### config.mk
export PLATFORM = sky130hd
export DESIGN_NAME = imem_loader
export DESIGN_NICKNAME = d
export VERILOG_FILES = /design/src/rtl/imem_loader.sv
export SDC_FILE = /design/constraint.sdc
export NUM_CORES = 1
export LEC_CHECK = 0
export BUFFER_PORTS_ARGS = -buffer_cell sky130_fd_sc_hd__buf_2
export CORE_UTILIZATION = 61
export CTS_CLUSTER_DIAMETER = 150
export CTS_CLUSTER_SIZE = 20
export DETAILED_ROUTE_END_ITERATION = 8
export HOLD_SLACK_MARGIN = 0.12
export PLACE_DENSITY_LB_ADDON = 0.12
export SETUP_SLACK_MARGIN = 0.02
export SLEW_MARGIN = 20
export SYNTH_ARGS = -nofsm -noshare
export SYNTH_HDL_FRONTEND = slang
export SYNTH_SLANG_ARGS = --single-unit
### constraint.sdc
create_clock -name clk -period 11.8 [get_ports clk]
set_clock_uncertainty 0.05 [all_clocks]
set_input_delay 3.54 -clock clk [delete_from_list [all_inputs] [get_ports clk]]
set_output_delay 3.54 -clock clk [all_outputs]
set_load 0.02 [all_outputs]
### src/rtl/imem_loader.sv
// imem_loader: framed byte-stream loader for the CPU instruction memory.
// Frame = length byte (N-1), 4*N big-endian payload bytes, XOR checksum byte.
// Words are written one per cycle through an active-low write enable, and the
// CPU is held in reset until a load finishes with a matching checksum.
module imem_loader #(
  parameter int ADDR_W = 8
) (
  input  logic              clk,
  input  logic              rstd,
  input  logic              start,
  input  logic [7:0]        in_data,
  input  logic              in_valid,
  output logic              in_ready,
  output logic [ADDR_W-1:0] im_addr,
  output logic [31:0]       im_wdata,
  output logic              im_wren,
  output logic              cpu_rstd,
  output logic              busy,
  output logic              done,
  output logic              error
);

  typedef enum logic [2:0] {
    S_IDLE,
    S_LEN,
    S_DATA,
    S_WRITE,
    S_CSUM,
    S_DONE,
    S_ERR
  } state_t;

  state_t              r_state;
  state_t              w_next;

  logic [ADDR_W-1:0]   r_len;
  logic [ADDR_W-1:0]   r_idx;
  logic [1:0]          r_bcnt;
  // Only the first three bytes of a word need storage; the fourth arrives
  // on the same edge the full word is registered into im_wdata.
  logic [23:0]         r_word;
  logic [7:0]          r_acc;

  logic                r_in_ready;
  logic [ADDR_W-1:0]   r_im_addr;
  logic [31:0]         r_im_wdata;
  logic                r_im_wren;
  logic                r_cpu_rstd;
  logic                r_busy;
  logic                r_done;
  logic                r_error;

  logic                w_xfer;
  logic                w_last_word;
  logic                w_next_busy;

  assign w_xfer      = in_valid & r_in_ready;
  assign w_last_word = (r_idx == r_len);
  assign w_next_busy = (w_next == S_LEN) || (w_next == S_DATA) ||
                       (w_next == S_WRITE) || (w_next == S_CSUM);

  assign in_ready = r_in_ready;
  assign im_addr  = r_im_addr;
  assign im_wdata = r_im_wdata;
  assign im_wren  = r_im_wren;
  assign cpu_rstd = r_cpu_rstd;
  assign busy     = r_busy;
  assign done     = r_done;
  assign error    = r_error;

  // Next-state selection; start is only looked at in the non-busy states.
  always_comb begin
    w_next = r_state;
    case (r_state)
      S_IDLE, S_DONE, S_ERR: begin
        if (start) w_next = S_LEN;
      end
      S_LEN: begin
        if (w_xfer) w_next = S_DATA;
      end
      S_DATA: begin
        if (w_xfer && (r_bcnt == 2'd3)) w_next = S_WRITE;
      end
      S_WRITE: begin
        w_next = w_last_word ? S_CSUM : S_DATA;
      end
      S_CSUM: begin
        if (w_xfer) w_next = (in_data == r_acc) ? S_DONE : S_ERR;
      end
      default: w_next = S_IDLE;
    endcase
  end

  // State, datapath and outputs; outputs are registered from the next state so
  // they line up with the state they describe without any input-to-output path.
  always_ff @(posedge clk or posedge rstd) begin
    if (rstd) begin
      r_state    <= S_IDLE;
      r_len      <= '0;
      r_idx      <= '0;
      r_bcnt     <= '0;
      r_word     <= '0;
      r_acc      <= '0;
      r_in_ready <= 1'b0;
      r_im_addr  <= '0;
      r_im_wdata <= '0;
      r_im_wren  <= 1'b1;
      r_cpu_rstd <= 1'b0;
      r_busy     <= 1'b0;
      r_done     <= 1'b0;
      r_error    <= 1'b0;
    end else begin
      r_state    <= w_next;
      r_in_ready <= (w_next == S_LEN) || (w_next == S_DATA) || (w_next == S_CSUM);
      r_busy     <= w_next_busy;
      r_done     <= (w_next == S_DONE);
      r_error    <= (w_next == S_ERR);
      r_cpu_rstd <= (w_next == S_DONE);
      r_im_wren  <= (w_next != S_WRITE);

      case (r_state)
        S_LEN: begin
          if (w_xfer) begin
            r_len  <= ADDR_W'(in_data);
            r_idx  <= '0;
            r_bcnt <= '0;
            r_acc  <= '0;
          end
        end
        S_DATA: begin
          if (w_xfer) begin
            r_word <= {r_word[15:0], in_data};
            r_acc  <= r_acc ^ in_data;
            r_bcnt <= r_bcnt + 2'd1;
            if (r_bcnt == 2'd3) begin
              r_im_addr  <= r_idx;
              r_im_wdata <= {r_word, in_data};
            end
          end
        end
        S_WRITE: begin
          if (!w_last_word) r_idx <= r_idx + ADDR_W'(1);
        end
        default: ;
      endcase
    end
  end

endmodule

* After elaboration in Yosys (flattened, before gate mapping) *
Index checks and enable logic that the tools add are counted.

cells by class
  $add $sub $neg = 2
  eq/ne operators = 19
  multiplexer cells = 15
  bitwise operators = 2
  reduce and logical (&&, ||, !) cells = 14

operators by type and width
  cell                                                    number
  one-hot mux 8 bit (2 select lines)                      2
  2-to-1 mux 8 bit                                        3
  == test 3 bit (second input constant)                   6
  == test 8 bit                                           2
  2-to-1 mux 3 bit                                        5
  one-hot mux 3 bit (5 select lines)                      1
  == test 3 x 2 -> 1 bit (second input constant)          4
  AND reduction 3 bit                                     3
  adder 8 x 1 -> 8 bit (second input constant)            1
  bitwise XOR 8 bit                                       1
  == test 3 x 1 -> 1 bit (second input constant)          2
  2-to-1 mux 2 bit                                        3
  inequality test 2 bit (second input constant)           3
  logical OR 1 bit                                        4
  one-hot mux 2 bit (2 select lines)                      1
  AND reduction 2 bit                                     2
  nonzero test 2 bit                                      2
  logical NOT 3 bit                                       1
  inequality test 3 x 2 -> 1 bit (second input constant)  1
  OR reduction 3 bit                                      1
  adder 2 x 1 -> 2 bit (second input constant)            1
  == test 2 bit (second input constant)                   1
  bitwise AND 1 bit                                       1
  logical AND 1 bit                                       1

storage, ports and cells
  register bits = 98
  input bits = 12
  output and inout bits = 46
  word-level logic and storage cells = 65

* Depth between registers and ports, before layout *
Gate-level depths: netlist of run 1.

  word-level depth = 8
  mapped depth = 8
  gate-level depth less buffers = 6

* Worst setup path after synthesis of run 1 *
No wires, ideal clock.

  kind = input to register
  from = input in_valid
  to = register r_im_wdata[0], in the netlist im_wdata[0]
  setup time = 0.125 ns
  arrival = 4.691 ns
  required time = 11.625 ns
  setup slack = 6.934 ns
  stages on the path = 6
  path through = nand3b_4 > buf_6 > nor3b_4 > nand2_4 > buf_4 > mux2_4

on the way
  longest elaborated chain between the ends = 2

ends and longest elaborated chain
  item                                  RTL line  RTL
  start, declared                       12        input logic in_valid,
  bitwise AND 1 bit                     57        assign w_xfer = in_valid & r_in_ready;
  AND reduction 3 bit (no source line)  -
  end signal, assigned                  137       r_im_wdata <= {r_word, in_data};
  end, declared                         46        logic [31:0] r_im_wdata;

Every way passes these cells.
A chain may end at the register's enable or synchronous reset.

* Final worst setup path of run 1 *
  from = input in_valid
  to = register r_im_wdata[8], in the netlist im_wdata[8]

The elaborated chain is that of the path after synthesis.

==> results of run 1 <==
==> state kept, by name (all words and copies together) (netlist names) <==
register / flops
r_bcnt: 2
error: 1
r_acc: 8
r_idx: 8
im_wren: 1
r_word: 24
done: 1
r_state: 3
r_len: 8
busy: 1
in_ready: 1
im_wdata: 32
im_addr: 8
==> logic make-up (layout without fill, tap and decap cells) <==
group	after synthesis	after routing	share of synthesized area [%]
simple gates	163	163	16.9
flops	98	98	57.9
compound gates	50	50	6.55
mux	38	38	10.4
buf+inv	25	80	3.31
xor+xnor	21	21	4.34
fa+ha+maj	2	2	0.590
==> stage by stage <==
stage | utilization [%] | area (um^2)
4_1_cts | 70.3 | 4750
3_5_place_dp | 66.9 | 4520
5_1_grt | 70.3 | 4750
3_3_place_gp | 66.9 | 4520
6_report | 70.3 | 4750
2_1_floorplan | - | 4240
==> power groups by stage <==
stage	Sequential (mW)	Clock, mW	Combinational, mW
finish	0.510	0.245	0.253
global route	0.525	0.265	0.291
CTS	0.509	0.251	0.256
detailed placement	0.516	0	0.253
global placement	0.514	0	0.243
floorplan	0.499	0	0.199
==> worst max-delay path, stage by stage <==
cell      delay [ps]
buf_2            130
nand3b_4         150
nor3b_4          880
nand2_4          560
mux2_1           480
==> final cells by class <==
type / instances / area (um^2) / share of cell area (%)
clock inverter: 7 / 108 / 2.26
sequential: 98 / 2450 / 51.6
tap: 80 / 100 / 2.11
inverter: 5 / 21.3 / 0.448
multi-input combinational: 274 / 1650 / 34.6
timing repair buffer: 59 / 300 / 6.32
clock buffer: 9 / 124 / 2.61
==> routing by layer <==
metal / part of all wire, % / vias up
li1: - / 1428
met1: 49 / 1404
met2: 46 / 71
met3: 4.0 / 11
met4: 1.8 / 0
met5: 0 / -
==> worst max path at each step <==
stage	from	endpoint	slack (ps)	depth (start not counted)
2_1_floorplan	rstd	busy	5650	1
4_1_cts	in_valid	im_wdata[8]	6200	5
3_3_place_gp	in_valid	im_addr[1]	5890	5
3_5_place_dp	in_valid	im_wdata[8]	5820	5
5_1_grt	in_valid	im_wdata[27]	6040	5
6_report	in_valid	im_wdata[8]	6220	5
==> Yosys cell counts (all sizes together) <==
master and number:
nand2 125, dfrtp 97, mux2 38, o21ai 30, xnor2 19, buf 14
nor2 12, a21oi 11, nand4 7, clkbuf 6, inv 5, nor2b 3
nor3 3, ha 2, nand3 2, nand3b 2, o31ai 2, or4 2
xor2 2, a22o 1, a41oi 1, and3 1, and4 1, dfstp 1
nand2b 1, nand4b 1, nor3b 1, o2111ai 1, o211ai 1, o21a 1
o21bai 1, o31a 1, or2 1, or3b 1
==> results.md, run 1 <==
- I/O pin count: 58
- Dpl ws: 5820 ps
- Root buf cell: clkbuf_8
- Total track usage: between 20% and 30%
- Most common cell after layout, fill and taps aside: nand2_1
- P_sw: 0.357 mW
- Iter 0 DRT Violations: 207
- DRC viols: 0
- First-pass GRT wire length: 13.4 mm
- Crit-path max FO: 44
- Power density over the cells: 212 nW/um^2
- WHS Endpoint: r_word[20]
- Final setup vio count: 0
- Post-synthesis sequential area ratio: 57.9%
- Sink Count: slightly below 100
- Hold Slack: 431 ps
- ANT nets after route: 0
- GR Util met2: around a third
- Area of the mapped netlist: 4240 um^2
- Crit path arrival time: 5780 ps
- GRT met3 Usage: 3.79%
- Buffers added on ports: 57
- Req. time, crit path: 12000 ps
- Layer with the highest usage: met1
- Row Count: 30
- FF-to-FF path depth: 3
- CTS buffer count: 9
- Die Wd: 85.4 um
- Area of the die: 7290 um^2
- DIE HEIGHT: 85.4 um
- Slew HR: 31.9%
- Max Clock Freq: 179 MHz
- Net Count, Synth: 411
- Largest net degree at the start of global routing: 65
- Diode count: 0
- Share of layout cells above drive strength 1: 19.9%
- Sw frac: 35.4%
- Met1 GRT Util: 36.0%
- GPL Wtd Cong: 0.783
- HPWL Detailed: around 5.1 mm
- Status: finished, final reports clean
- Startpoint of the worst hold path: r_word[20]
- Initial antenna violation count: 0
- Max-cap violations: 0
- Unrepaired setup endpoints after global routing: no
- RR Startpoint: r_state[1]
- Maximum VDD drop: about 0.15 mV
- Final Non-Filler Cells: 532
- Combinational group share of total power: between 20% and 30%
- Initial Utilization: between 60% and 70%
- Syn. warnings: 0
- Hold_buf cts: 0
- RR Endpoint: im_wdata[8]
- H-tree levels: 3
- Lkg Pwr: between 2 and 3 nW
- Post-Syn Instances: 397
- Largest area contributor in the netlist: dfrtp_1
- Placeable Area: 6760 um^2
- Reg power frac: 50.6%
- Clock Latency Late Sink: about 360 ps
- Worst hold path depth: 2
- CTS tree: built
- Reg2reg setup slack: 8870 ps
- Nets: 461
- Register bit total from synthesis: 98
- TNS Setup: 0 ps
- Min Clock Period, post-route: 5580 ps
- Resized Gates After CTS: 0
- Vias in the first global route: 2739
- Final cycle utilization of the critical path: 47.3%
- Pint: 0.652 mW
- Placed cells: 516
- Total wire length: approximately 7.7 mm
- Number of detailed-route iterations in the first pass: 4
- Max-slew violation count: 0
- Area Overhead vs Synth: 12.1%
- Clock buffer depth: 2
- Critical path endpoint category: flip-flop
- Total Power: 1.01 mW
- Worst Tran Pin Value: 1020 ps
- Fin. Hold Viols: 0
- Vias/cell: between 5 and 6
- Top area cells in the synthesized netlist: dfrtp_1, nand2_1, mux2_1
- Class of the worst hold path: reg -> reg
- Count of different cell masters after synthesis: about 40
- PnR worst setup slack: 6220 ps
- Grt total ovfl: 0
- Routed length per instance: 14.4 um
- Post-CTS Setup Inserts: 0
- Top-area cell type share of the netlist area: 57.3%
- Clock power share: 24.3%
- Crit path launch type: input pin
- Fillers: about 530
- Via count: 2914
- Mean post-synth cell area: 10.7 um^2
- CP Class: in -> reg
- Clk slew on worst S/H paths: 100 ps
- Commonest non-fill, non-tap cells in the layout: nand2_1, dfrtp_1, buf_2, o21ai_0, mux2_1
Power figures use the tool's default switching activity.
==> inputs of run 2 (changes only) <==
Settings changed: CORE_UTILIZATION 61 to 51.
Clock period 11.8 ns to 4.63 ns, I/O delays scaled along.
==> results.md, run 2 (synthesized netlist as in run 1, its figures left out) <==
- Area occupied by multi-input gates: 1650 um^2
- Routed length per instance: 14.5 um
- Reg2reg setup slack: 2230 ps
- Initial Utilization: 53.7%
- CTS tree: built
- Slew HR: between 50% and 60%
- Largest net degree at the start of global routing: 54
- Layer with the highest usage: met1
- Min Clock Period, post-route: 2850 ps
- Hold_buf cts: 0
- Root buf cell: clkbuf_8
- Area of the die: between 8000 and 9000 um^2
- Fin. Hold Viols: 0
- Resized Gates After CTS: 0
- Commonest non-fill, non-tap cells in the layout: nand2_1, dfrtp_1, buf_2, o21ai_0, mux2_1
- Fillers: 688
- Die Wd: 93.2 um
- Reg area: 2450 um^2
- Lkg Pwr: about 2.5 nW
- Clock Latency Late Sink: 370 ps
- GR Util met2: between 30% and 40%
- Max Clock Freq: around 350 MHz
- First-pass GRT wire length: 13.6 mm
- Critical path endpoint category: flip-flop
- Max-cap violations: 0
- Max reg flops: 32
- GRT met3 Usage: approximately 4.3%
- Sink Count: 98
- Final cycle utilization of the critical path: between 60% and 70%
- Total track usage: between 20% and 30%
- H-tree levels: 3
- Final setup vio count: 0
- CP Class: in -> reg
- Nets: between 400 and 500
- TNS Setup: 0 ps
- Placeable Area: just under 8000 um^2
- PnR worst setup slack: 1780 ps
- Met1 GRT Util: between 30% and 40%
- CTS buffer count: 9
- HPWL Detailed: 5.32 mm
- Maximum VDD drop: 0.258 mV
- Number of detailed-route iterations in the first pass: 4
- Crit-path max FO: 44
- GPL Wtd Cong: 0.769
- Unrepaired setup endpoints after global routing: no
- Total wire length: 8.05 mm
- Buffers added on ports: 57
- Dpl ws: 1370 ps
- Final Non-Filler Cells: approximately 560
- Power density over the cells: roughly 520 nW/um^2
- Share of layout cells above drive strength 1: ~20%
- Clk slew on worst S/H paths: approximately 90 ps
- Iter 0 DRT Violations: 138
- Diode count: 0
- Max-slew violation count: 0
- Most common cell after layout, fill and taps aside: nand2_1
- Clock buffer depth: 2
- DIE HEIGHT: 93.2 um
- Via count: 2891
- Total Power: 2.48 mW
- Post-CTS Setup Inserts: 0
- Req. time, crit path: 4830 ps
- Vias/cell: 5.20
- ANT nets after route: 0
- Crit path arrival time: 3060 ps
- Worst Tran Pin Value: roughly 700 ps
- Vias in the first global route: ~2.7k
- Crit path launch type: input pin
- Placed cells: 540
- DRC viols: 0
- Row Count: 32
- Area Overhead vs Synth: 12.1%
- Status: finished, final reports clean
- Grt total ovfl: 0
- I/O pin count: 58
- Initial antenna violation count: 0
- Class of the worst hold path: reg -> reg
[run 2: cell types whose count changed in the layout (fill, tap and decap cells not counted)]
cell        delta
inv_6          -1
clkbuf_1       +1
clkinv_2       +1
clkinvlp_4     -1
clkbuf_8       +2
clkinv_4       +1
buf_4          +2
bufinv_16      -2
inv_8          -1
[run 2: power by group]
group | internal, mW | total [mW] | switching [mW]
sequential | 1.08 | 1.30 | 0.227
clock | 0.231 | 0.532 | 0.301
combinational | 0.272 | 0.647 | 0.376
total | 1.58 | 2.48 | 0.903
[run 2: cell type report]
class,count,area share [%]
flip-flops and latches,98,51.6
multi-input cells,274,34.6
repair buffers,61,6.64
clock buffers,12,3.26
well taps,102,2.69
clock inverters,4,0.711
inverters,5,0.448
[run 2: worst max-delay path, stage by stage]
cell and delay (ps):
buf_2 130, nand3b_4 150, nor3b_4 210, buf_4 310, nand2_4 380, mux2_1 460
[run 2: worst paths after layout]
| check | start | end | cells after the start |
|---|---|---|---|
| worst min-delay path | r_word[19] | r_word[19] | 2 |
| worst min register to register | r_word[19] | r_word[19] | 2 |
| max in group asynchronous | rstd | r_word[21] | 3 |
| min in group asynchronous | rstd | im_addr[5] | 2 |
| worst max register to register | r_state[1] | im_wdata[19] | 4 |
| worst max-delay path | in_valid | im_wdata[19] | 6 |
[run 2: per-layer routing]
metal	vias to the layer above	wire length, um	part of all wire, %
li1	1434	-	-
met1	1373	4080	51
met2	73	3460	43
met3	11	397	4.9
met4	0	119	1.5
met5	-	0	0
[run 2: metrics by stage]
stage          instance area, um^2  hold slack [ps]  util, %
2_1_floorplan                 4240              389        -
3_3_place_gp                  4560              407     57.9
3_5_place_dp                  4560              411     57.9
4_1_cts                       4750              435     60.2
5_1_grt                       4750              460     60.2
6_report                      4750              434     60.2
